[src/rtl/rf_pkg.sv]
// -----------------------------------------------------------------------------
// rf_pkg
// Shared definitions for the register-file writeback arbiter:
//   DATA_W_DEF / ADDR_W_DEF : default RF data / address widths
//   X0_ADDR                 : architectural zero register (never written)
//   gnt_e                   : grant decision (GNT_NONE, GNT_ALU, GNT_LSU)
// -----------------------------------------------------------------------------
package rf_pkg;
   localparam int DATA_W_DEF = 32;
   localparam int ADDR_W_DEF = 5;

   localparam logic [ADDR_W_DEF-1:0] X0_ADDR = '0;

   typedef enum logic [1:0] {
      GNT_NONE = 2'd0,
      GNT_ALU  = 2'd1,
      GNT_LSU  = 2'd2
   } gnt_e;
endpackage

[src/rtl/rf_wb_arbiter_if.sv]
// -----------------------------------------------------------------------------
// rf_wb_arbiter_if
// Bundles the two writeback request channels and the registered RF write port.
//   ALU channel : alu_valid, alu_rdAddr, alu_rd  -> alu_ready
//   LSU channel : lsu_valid, lsu_rdAddr, lsu_rd  -> lsu_ready
//   RF port     : rf_we, rf_rdAddr, rf_rd, wb_conflict
// Modports:
//   slave  : the arbiter (consumes requests, drives readys and RF port)
//   master : the requesters / environment (drives requests, observes the rest)
// Handshake: a request transfers in any cycle where valid && ready is high.
//   ready is combinational from valid and never high without valid; a
//   requester that sees ready=0 keeps valid and its payload stable until it
//   is accepted, because rejected requests are not buffered.
// -----------------------------------------------------------------------------
interface rf_wb_arbiter_if
   import rf_pkg::*;
#(
   parameter int DATA_W = DATA_W_DEF,
   parameter int ADDR_W = ADDR_W_DEF
);
   logic              alu_valid;
   logic [ADDR_W-1:0] alu_rdAddr;
   logic [DATA_W-1:0] alu_rd;
   logic              alu_ready;

   logic              lsu_valid;
   logic [ADDR_W-1:0] lsu_rdAddr;
   logic [DATA_W-1:0] lsu_rd;
   logic              lsu_ready;

   logic              rf_we;
   logic [ADDR_W-1:0] rf_rdAddr;
   logic [DATA_W-1:0] rf_rd;
   logic              wb_conflict;

   modport slave (
      input  alu_valid, alu_rdAddr, alu_rd,
      input  lsu_valid, lsu_rdAddr, lsu_rd,
      output alu_ready, lsu_ready,
      output rf_we, rf_rdAddr, rf_rd, wb_conflict
   );

   modport master (
      output alu_valid, alu_rdAddr, alu_rd,
      output lsu_valid, lsu_rdAddr, lsu_rd,
      input  alu_ready, lsu_ready,
      input  rf_we, rf_rdAddr, rf_rd, wb_conflict
   );
endinterface

[src/rtl/rf_wb_arb_core.sv]
// -----------------------------------------------------------------------------
// rf_wb_arb_core
// Combinational grant between ALU and LSU plus the arbitration state.
// Build option RF_WB_RR_EN:
//   defined   : round-robin; on a tie the requester not granted last wins.
//               A last-grant flag (reset to LSU) updates on every transfer.
//   undefined : fixed LSU priority with a 2-bit ALU wait counter; once the
//               ALU has waited STARVE_MAX cycles it wins the next tie.
// Ports:
//   clk, rst             : clock, asynchronous active-high reset
//   alu_valid, lsu_valid : request valids
//   gnt                  : grant for this cycle (GNT_NONE while rst=1)
// -----------------------------------------------------------------------------
module rf_wb_arb_core
   import rf_pkg::*;
#(
   parameter int STARVE_MAX = 3
) (
   input  logic clk,
   input  logic rst,
   input  logic alu_valid,
   input  logic lsu_valid,
   output gnt_e gnt
);

`ifdef RF_WB_RR_EN
   gnt_e last_gnt_q, last_gnt_d;

   always_comb begin
      gnt = GNT_NONE;
      if (!rst) begin
         if (alu_valid && lsu_valid)
            gnt = (last_gnt_q == GNT_ALU) ? GNT_LSU : GNT_ALU;
         else if (alu_valid)
            gnt = GNT_ALU;
         else if (lsu_valid)
            gnt = GNT_LSU;
      end
   end

   always_comb begin
      last_gnt_d = last_gnt_q;
      if (gnt != GNT_NONE)
         last_gnt_d = gnt;
   end

   always_ff @(posedge clk or posedge rst) begin
      if (rst) last_gnt_q <= GNT_LSU;
      else     last_gnt_q <= last_gnt_d;
   end
`else
   localparam logic [1:0] STARVE_LIM = 2'(STARVE_MAX);

   logic [1:0] wait_q, wait_d;

   always_comb begin
      gnt = GNT_NONE;
      if (!rst) begin
         if (alu_valid && lsu_valid)
            gnt = (wait_q == STARVE_LIM) ? GNT_ALU : GNT_LSU;
         else if (alu_valid)
            gnt = GNT_ALU;
         else if (lsu_valid)
            gnt = GNT_LSU;
      end
   end

   // Counts cycles the ALU sits valid but unserved; saturates so a
   // STARVE_MAX of 3 cannot wrap back to 0 and lose the forced grant.
   always_comb begin
      wait_d = wait_q;
      if (!alu_valid || gnt == GNT_ALU)
         wait_d = 2'd0;
      else if (wait_q != 2'd3)
         wait_d = wait_q + 2'd1;
   end

   always_ff @(posedge clk or posedge rst) begin
      if (rst) wait_q <= 2'd0;
      else     wait_q <= wait_d;
   end
`endif

endmodule

[src/rtl/rf_wb_arbiter.sv]
// -----------------------------------------------------------------------------
// rf_wb_arbiter
// Shares one register-file write port between the ALU and the LSU.
// A transfer in cycle N shows up on the registered RF port in cycle N+1 for
// exactly one cycle. Writes to x0 are accepted but never raise rf_we.
// Build option RF_WB_RR_EN selects round-robin instead of fixed LSU priority.
// Ports:
//   clk  : clock, rising edge
//   rst  : asynchronous active-high reset (also masks both readys)
//   bus  : rf_wb_arbiter_if.slave (request channels + RF write port)
// -----------------------------------------------------------------------------
module rf_wb_arbiter
   import rf_pkg::*;
#(
   parameter int DATA_W     = DATA_W_DEF,
   parameter int ADDR_W     = ADDR_W_DEF,
   parameter int STARVE_MAX = 3
) (
   input logic            clk,
   input logic            rst,
   rf_wb_arbiter_if.slave bus
);

   gnt_e gnt;

   logic              rf_we_q,       rf_we_d;
   logic [ADDR_W-1:0] rf_rd_addr_q,  rf_rd_addr_d;
   logic [DATA_W-1:0] rf_rd_q,       rf_rd_d;
   logic              wb_conflict_q, wb_conflict_d;

   rf_wb_arb_core #(
      .STARVE_MAX (STARVE_MAX)
   ) u_core (
      .clk       (clk),
      .rst       (rst),
      .alu_valid (bus.alu_valid),
      .lsu_valid (bus.lsu_valid),
      .gnt       (gnt)
   );

   assign bus.alu_ready = (gnt == GNT_ALU);
   assign bus.lsu_ready = (gnt == GNT_LSU);

   // Address/data follow every accepted request, including x0 targets;
   // only the write enable is suppressed for x0.
   always_comb begin
      rf_we_d       = 1'b0;
      rf_rd_addr_d  = rf_rd_addr_q;
      rf_rd_d       = rf_rd_q;
      wb_conflict_d = bus.alu_valid && bus.lsu_valid;
      if (gnt == GNT_ALU) begin
         rf_we_d      = (bus.alu_rdAddr != ADDR_W'(X0_ADDR));
         rf_rd_addr_d = bus.alu_rdAddr;
         rf_rd_d      = bus.alu_rd;
      end else if (gnt == GNT_LSU) begin
         rf_we_d      = (bus.lsu_rdAddr != ADDR_W'(X0_ADDR));
         rf_rd_addr_d = bus.lsu_rdAddr;
         rf_rd_d      = bus.lsu_rd;
      end
   end

   always_ff @(posedge clk or posedge rst) begin
      if (rst) begin
         rf_we_q       <= 1'b0;
         rf_rd_addr_q  <= '0;
         rf_rd_q       <= '0;
         wb_conflict_q <= 1'b0;
      end else begin
         rf_we_q       <= rf_we_d;
         rf_rd_addr_q  <= rf_rd_addr_d;
         rf_rd_q       <= rf_rd_d;
         wb_conflict_q <= wb_conflict_d;
      end
   end

   assign bus.rf_we       = rf_we_q;
   assign bus.rf_rdAddr   = rf_rd_addr_q;
   assign bus.rf_rd       = rf_rd_q;
   assign bus.wb_conflict = wb_conflict_q;

endmodule

[src/flat_wrapper.sv]
// flat-port wrapper written by rule: the top's interface ports become plain ports
module rf_wb_arbiter_flat import rf_pkg::*;
#(
   parameter int DATA_W     = DATA_W_DEF,
   parameter int ADDR_W     = ADDR_W_DEF,
   parameter int STARVE_MAX = 3
)
  (clk, rst, bus_alu_valid, bus_alu_rdAddr, bus_alu_rd, bus_lsu_valid, bus_lsu_rdAddr, bus_lsu_rd, bus_alu_ready, bus_lsu_ready, bus_rf_we, bus_rf_rdAddr, bus_rf_rd, bus_wb_conflict);
  rf_wb_arbiter_if #(.DATA_W(DATA_W), .ADDR_W(ADDR_W)) bus_i ();
  input logic clk;
  input logic rst;
  input wire logic [$bits(bus_i.alu_valid)-1:0] bus_alu_valid;
  input wire logic [$bits(bus_i.alu_rdAddr)-1:0] bus_alu_rdAddr;
  input wire logic [$bits(bus_i.alu_rd)-1:0] bus_alu_rd;
  input wire logic [$bits(bus_i.lsu_valid)-1:0] bus_lsu_valid;
  input wire logic [$bits(bus_i.lsu_rdAddr)-1:0] bus_lsu_rdAddr;
  input wire logic [$bits(bus_i.lsu_rd)-1:0] bus_lsu_rd;
  output wire logic [$bits(bus_i.alu_ready)-1:0] bus_alu_ready;
  output wire logic [$bits(bus_i.lsu_ready)-1:0] bus_lsu_ready;
  output wire logic [$bits(bus_i.rf_we)-1:0] bus_rf_we;
  output wire logic [$bits(bus_i.rf_rdAddr)-1:0] bus_rf_rdAddr;
  output wire logic [$bits(bus_i.rf_rd)-1:0] bus_rf_rd;
  output wire logic [$bits(bus_i.wb_conflict)-1:0] bus_wb_conflict;
  assign bus_i.alu_valid = bus_alu_valid;
  assign bus_i.alu_rdAddr = bus_alu_rdAddr;
  assign bus_i.alu_rd = bus_alu_rd;
  assign bus_i.lsu_valid = bus_lsu_valid;
  assign bus_i.lsu_rdAddr = bus_lsu_rdAddr;
  assign bus_i.lsu_rd = bus_lsu_rd;
  assign bus_alu_ready = bus_i.alu_ready;
  assign bus_lsu_ready = bus_i.lsu_ready;
  assign bus_rf_we = bus_i.rf_we;
  assign bus_rf_rdAddr = bus_i.rf_rdAddr;
  assign bus_rf_rd = bus_i.rf_rd;
  assign bus_wb_conflict = bus_i.wb_conflict;
  rf_wb_arbiter #(.DATA_W(DATA_W), .ADDR_W(ADDR_W), .STARVE_MAX(STARVE_MAX)) u_core (.clk(clk), .rst(rst), .bus(bus_i));
endmodule
[config.mk]
export PLATFORM = sky130hd
export DESIGN_NAME = rf_wb_arbiter_flat
export DESIGN_NICKNAME = d
export VERILOG_FILES = /design/src/rtl/rf_pkg.sv /design/src/rtl/rf_wb_arbiter_if.sv /design/src/rtl/rf_wb_arb_core.sv /design/src/rtl/rf_wb_arbiter.sv /design/src/flat_wrapper.sv
export SDC_FILE = /design/constraint.sdc
export NUM_CORES = 1
export LEC_CHECK = 0
export BUFFER_PORTS_ARGS = -buffer_cell sky130_fd_sc_hd__buf_2
export CAP_MARGIN = 10
export CORE_ASPECT_RATIO = 0.75
export CORE_UTILIZATION = 38
export DETAILED_ROUTE_END_ITERATION = 8
export HOLD_SLACK_MARGIN = 0.1
export PLACE_DENSITY_LB_ADDON = 0.25
export RECOVER_POWER = 50
export SLEW_MARGIN = 10
export SYNTH_ARGS = -nofsm -noshare
export SYNTH_HDL_FRONTEND = slang
export SYNTH_SLANG_ARGS = --single-unit
[constraint.sdc]
create_clock -name clk -period 2.05 [get_ports clk]
set_input_delay 0.3075 -clock clk [delete_from_list [all_inputs] [get_ports clk]]
set_output_delay 0.3075 -clock clk [all_outputs]
set_load 0.02 [all_outputs]
==> results.toml, run 1 <==
[power_and_ir_drop]
power.density_nw_per_um2 = 886
p_clk_share_pct = 26.9
p_int_uw = 1650
switching_power_uw = 815
power.total_uw = 2470
seqPwrFrac_pct = 42.8
switching_share_pct = 33.0
combPwrFrac_pct = 30.3
leakage_uw = 0.00135
peakVddDrop_mv = 0.375

[clock_network]
clockBufferDepth = 2
clock-sinks = 41
ctsRootBufferMaster = "clkbuf_8"
ctsResizeCount = 0
clk_latency_ns = 0.29
cts_made_buffers = 5
cts_htree_levels = 2
path_clk_slew_ns = 0.07
cts_tree = "built"
hold_buffers = 0
post_cts_buffers = 4

[critical_path]
cp_data_arrival_time_ns = 1.60
end_kind = "output pin"
startpoint_type = "register"
critPathKind = "register to output pin"
cp_max_fo = 4
critPathRequiredTime_ns = 1.74

[sta]
worst_pin_slew_ns = 1.36
whs_ns = 0.275
max_clock_freq_mhz = 524
final.period_utilization_pct = 93.1
drv_slew = 0
finalCriticalPeriod_ns = 1.91
rsz0062_at_grt = "false"
finalSetupViolCount = 0
hold_viol = 0
fin_worst_skew_ns = 0.00475
timing.slew.headroom_pct = 9.20

[logic_synthesis]
syn-num-nets = 267
avgSynthCellArea_sq_um = 10.3
async_flop_share_pct = 100
ys_types = 15
synth_flop_cell = "dfrtp_1"
ys_warn_count = 0
synth.top_cell.area_share_pct = 53.5
synth_top_family_by_area = "multiplexers"
synth_top_cell_by_area = "dfrtp_1"
synth-compound-area-share_pct = 10.4
ys_top_cells_by_area = "dfrtp_1 53%, mux2i_1 20%, o21ai_1 10%, nand2_1 7.4%, ha_1 2.0%"
synth_commonest_cells = "41 x dfrtp_1, 40 x o21ai_1, 38 x mux2i_1, 38 x nand2_1, 7 x clkbuf_1"
synthMuxAreaShare_pct = 19.8
yosys.area_share.simple_pct = 10.1
synth-edff-count = 0
synth_xor_area_share_pct = 0.456
synth_most_common_cell = "dfrtp_1"
synth_area_sq_um = 1920
synthCells = 186
ys_seq_area_share_pct = 53.5
ys_ff_latch = 41
synthAdderAreaFrac_pct = 1.96

[grt]
grt_start_max_net_pins = 30
track_usage_pct = 18.3
grt_pass1_vias = 1619
antenna_found_initial = 0
grt_overflow = 0
grt_pass1_wl_microns = 7550

[placement]
io_buffers = 118
hpwl_microns = 3460
place.gp.congestion = 0.757
postPlaceCellArea_sq_um = 2660

[die]
num_rows = 21
pin_count = 119
design.core.area_sq_um = 4650
dieArea_sq_um = 5340
start_util_pct = 41.3
die_w_microns = 84.1
die_h_microns = 63.6

[run_status]
violations = "DRC"
run_status = "complete, but fails checks"

[final_layout]
drive_gt1_share_pct = 39.0
area_growth_syn_to_layout_pct = 45.1
n_antenna_cell = 0
fin_area_sq_um = 2790
utilization_pct = 59.9
fin_nets = 390

[detailed_routing]
first_pass_iters = 6
via_count = 1717
antenna_left = 0
drt-total-wl_microns = 4640
drc_errors = 16
route.detailed.wl_per_inst_microns = 12.6
first_iter_violations = 102
via_per_inst = 4.68

[hold_path]
hp-class = "primary input to register"

[run]
cap_violations = 0
==> critical path, cell delays in order (launching register included) <==
cell	delay [ns]
dfrtp_1	0.40
ha_1	0.25
nand2b_1	0.19
nand3_4	0.11
inv_2	0.05
ha_4	0.15
buf_2	0.15
==> layout make-up <==
type	instances	area, sq um
clock buffers	7	86.3
clock inverters	1	30.0
fillers	409	1870
inverters	3	12.5
multi-input cells	129	863
flip-flops and latches	41	1030
well taps	57	71.3
repair buffers	129	696
==> through the flow <==
step           TNS (ns)  setup slack [ns]  std cells
5_1_grt               0            0.0637        367
4_1_cts               0             0.121        367
6_report              0             0.142        367
3_5_place_dp          0            0.0719        355
2_1_floorplan    -0.155          -0.00990        186
3_3_place_gp          0             0.164        355
==> placed cells by master (no fill, tap or decap), types with 4 or more instances in the layout <==
cell type,Yosys,final
buf_12,0,4
buf_2,4,99
buf_4,2,4
clkbuf_1,7,22
clkbuf_8,0,6
dfrtp_1,41,41
mux2i_1,38,38
nand2_1,38,38
o21ai_1,40,40
==> path summary, 6_finish.rpt <==
| path | from | end | slack [ns] | cells after the start |
|---|---|---|---|---|
| max | u_core.u_core.wait_q[0] | bus_alu_ready | 0.14 | 6 |
| max in group asynchronous | rst | u_core.bus.rf_rd[24] | 0.63 | 3 |
| min reg2reg | u_core.bus.rf_rd[21] | u_core.bus.rf_rd[21] | 0.49 | 2 |
| min | bus_alu_rdAddr[4] | u_core.bus.rf_we | 0.27 | 3 |
| max reg2reg | u_core.u_core.wait_q[0] | u_core.bus.rf_rd[18] | 0.20 | 9 |
| min in group asynchronous | rst | u_core.bus.rf_rdAddr[2] | 0.39 | 3 |
==> flip-flops by register name, summed over array words and instances (netlist names) <==
signal                  cells
u_core.bus.rf_we            1
u_core.bus.rf_rd           32
u_core.bus.wb_conflict      1
u_core.bus.rf_rdAddr        5
u_core.u_core.wait_q        2
==> kinds of logic (layout without fill, tap and decap cells) <==
group / Yosys count / after routing
AOI/OAI and AO/OA: 40 / 40
xor gates and xnor gates: 1 / 1
adders and majority gates: 3 / 3
buffers and inverters: 16 / 140
DFF: 41 / 41
muxes: 38 / 38
and+or+nand+nor: 47 / 47
==> routing by layer <==
| layer | track usage, % | share of wire [%] | up-vias |
|---|---|---|---|
| li1 | - | - | 876 |
| met1 | 23.4 | 46 | 760 |
| met2 | 29.4 | 45 | 71 |
| met3 | 5.11 | 7.7 | 10 |
| met4 | 7.54 | 1.6 | 0 |
| met5 | 0 | 0 | - |
==> power by group through the flow <==
stage               clock network [uW]  logic, uW  registers, uW
detailed placement                   0        775           1060
floorplan                            0        295           1260
CTS                                688        781           1050
finish                             665        748           1050
global placement                     0        762           1060
global route                       732        820           1080
Power figures use the tool's default switching activity.
==> inputs of run 2 (changes only) <==
--- a/config.mk
+++ b/config.mk
@@ -8,7 +8,7 @@
 export BUFFER_PORTS_ARGS = -buffer_cell sky130_fd_sc_hd__buf_2
 export CAP_MARGIN = 10
 export CORE_ASPECT_RATIO = 0.75
-export CORE_UTILIZATION = 38
+export CORE_UTILIZATION = 46
 export DETAILED_ROUTE_END_ITERATION = 8
 export HOLD_SLACK_MARGIN = 0.1
 export PLACE_DENSITY_LB_ADDON = 0.25
==> constraint.sdc (replaced) <==
create_clock -name clk -period 2.5 [get_ports clk]
set_input_delay 0.375 -clock clk [delete_from_list [all_inputs] [get_ports clk]]
set_output_delay 0.375 -clock clk [all_outputs]
set_load 0.02 [all_outputs]
==> run 2 against run 1 <==
  * The run now ends clean
  * Cell count is 2.7% lower
  * Hold slack better by 0.063 ns
  * Sequential power is 18% lower
  * Highest routed layer unchanged
==> results.toml, run 2 (synthesis gave the netlist of run 1 again) <==
[sta]
timing.slew.headroom_pct = 14.4
worst_pin_slew_ns = 1.28
drv_slew = 0
fin_worst_skew_ns = 0.00511
timing.final.ws_setup_ns = 0.545
fin_tns_setup_ns = 0
finalCriticalPeriod_ns = 1.95
max_clock_freq_mhz = 512
final.period_utilization_pct = 78.2
rsz0062_at_grt = "false"
hold_viol = 0
finalSetupViolCount = 0

[critical_path]
ff2ff_path_depth = 8
r2r_slack_ns = 0.61
cp_max_fo = 4
r2r-end = "u_core.bus.rf_rdAddr[1]"
critPathRequiredTime_ns = 2.12
cp_data_arrival_time_ns = 1.58
reg2reg_from = "u_core.u_core.wait_q[0]"
critPathKind = "register to output pin"
end_kind = "output pin"
startpoint_type = "register"

[die]
design.core.area_sq_um = 3830
die_w_microns = 76.6
dieArea_sq_um = 4440
pin_count = 119
die_h_microns = 57.9
start_util_pct = 50.1
num_rows = 19

[clock_network]
cts_tree = "built"
hold_buffers = 0
clockBufferDepth = 2
ctsRootBufferMaster = "clkbuf_8"
path_clk_slew_ns = 0.07
clock-sinks = 41
ctsResizeCount = 0
cts_made_buffers = 5
post_cts_buffers = 0
clk_latency_ns = 0.29
cts_htree_levels = 2

[detailed_routing]
route.detailed.wl_per_inst_microns = 12.4
drc_errors = 0
drt-total-wl_microns = 4420
via_count = 1704
antenna_left = 0
first_pass_iters = 4
via_per_inst = 4.77
first_iter_violations = 105

[run_status]
run_status = "completed"

[final_layout]
mostFrequentLayoutCells = "98 x buf_2, 41 x dfrtp_1, 40 x o21ai_1"
largest_reg_flops = 32
final_common_cell = "buf_2"
drive_gt1_share_pct = 37.0
fin_nets = 385
n_antenna_cell = 0
area_growth_syn_to_layout_pct = 38.5

[hold_path]
hp-class = "primary input to register"
hold_end = "u_core.bus.wb_conflict"
worstHoldStart = "bus_lsu_valid"
min_path_cells = 2

[placement]
hpwl_microns = 3380
place.gp.congestion = 0.765
io_buffers = 118
place_ws_ns = 0.608

[grt]
antenna_found_initial = 0
grt_pass1_vias = 1519
grt_start_max_net_pins = 43
track_usage_pct = 20.9
grt_pass1_wl_microns = 6980
grt_overflow = 0

[power_and_ir_drop]
power.total_uw = 1930
peakVddDrop_mv = 0.398
power.density_nw_per_um2 = 725
leakage_uw = 0.00131

[run]
cap_violations = 0
run 2: cell count changes in the layout (fill, tap and decap cells not counted), moves of 2 or more:
cell | previous run | this run
nand3_1 | 0 | 2
ha_4 | 2 | 0
ha_2 | 0 | 2
buf_4 | 4 | 2
buf_12 | 4 | 2
run 2: worst max-delay path: stages (launching register included):
cell,delay (ns)
dfrtp_1,0.40
ha_1,0.25
nand2b_1,0.15
nand3_1,0.10
inv_1,0.05
ha_2,0.18
buf_2,0.16
run 2: per-stage QoR:
stage          cells  utilization [%]  hold slack [ns]  instance area, sq um
6_report         357             69.5            0.338                  2660
5_1_grt          357             69.5            0.328                  2660
4_1_cts          357             70.4            0.151                  2690
3_5_place_dp     349             67.7            0.464                  2590
3_3_place_gp     349             67.7            0.463                  2590
2_1_floorplan    186                -            0.368                  1920
run 2: per-layer routing:
layer	wire [microns]	global-route usage [%]	up-vias
met5	0	0	-
met4	23	7.42	0
met3	302	6.61	2
met2	2030	33.5	72
met1	2060	27.4	763
li1	-	-	867
run 2: worst max path at each step:
stage / start / endpoint / slack [ns] / depth (start not counted)
2_1_floorplan: rst / u_core.bus.rf_rd[13] / 0.19 / 7
3_3_place_gp: u_core.u_core.wait_q[0] / u_core.bus.rf_rd[8] / 0.66 / 8
3_5_place_dp: u_core.u_core.wait_q[0] / u_core.bus.rf_rdAddr[1] / 0.61 / 8
4_1_cts: u_core.u_core.wait_q[0] / bus_alu_ready / 0.53 / 6
5_1_grt: u_core.u_core.wait_q[0] / u_core.bus.rf_rdAddr[1] / 0.45 / 8
6_report: u_core.u_core.wait_q[0] / bus_alu_ready / 0.55 / 6
run 2: power breakdown:
| group | switching [uW] | internal [uW] |
|---|---|---|
| Clock | 217 | 249 |
| Combinational | 376 | 222 |
| Sequential | 70.2 | 795 |
run 2: area by class of cell:
type / count / area [sq um]
clock inverters: 1 / 5.00
flip-flops and latches: 41 / 1030
repair buffers: 124 / 628
multi-input cells: 129 / 826
inverters: 3 / 12.5
well taps: 52 / 65.1
clock buffers: 7 / 96.3
fillers: 329 / 1170
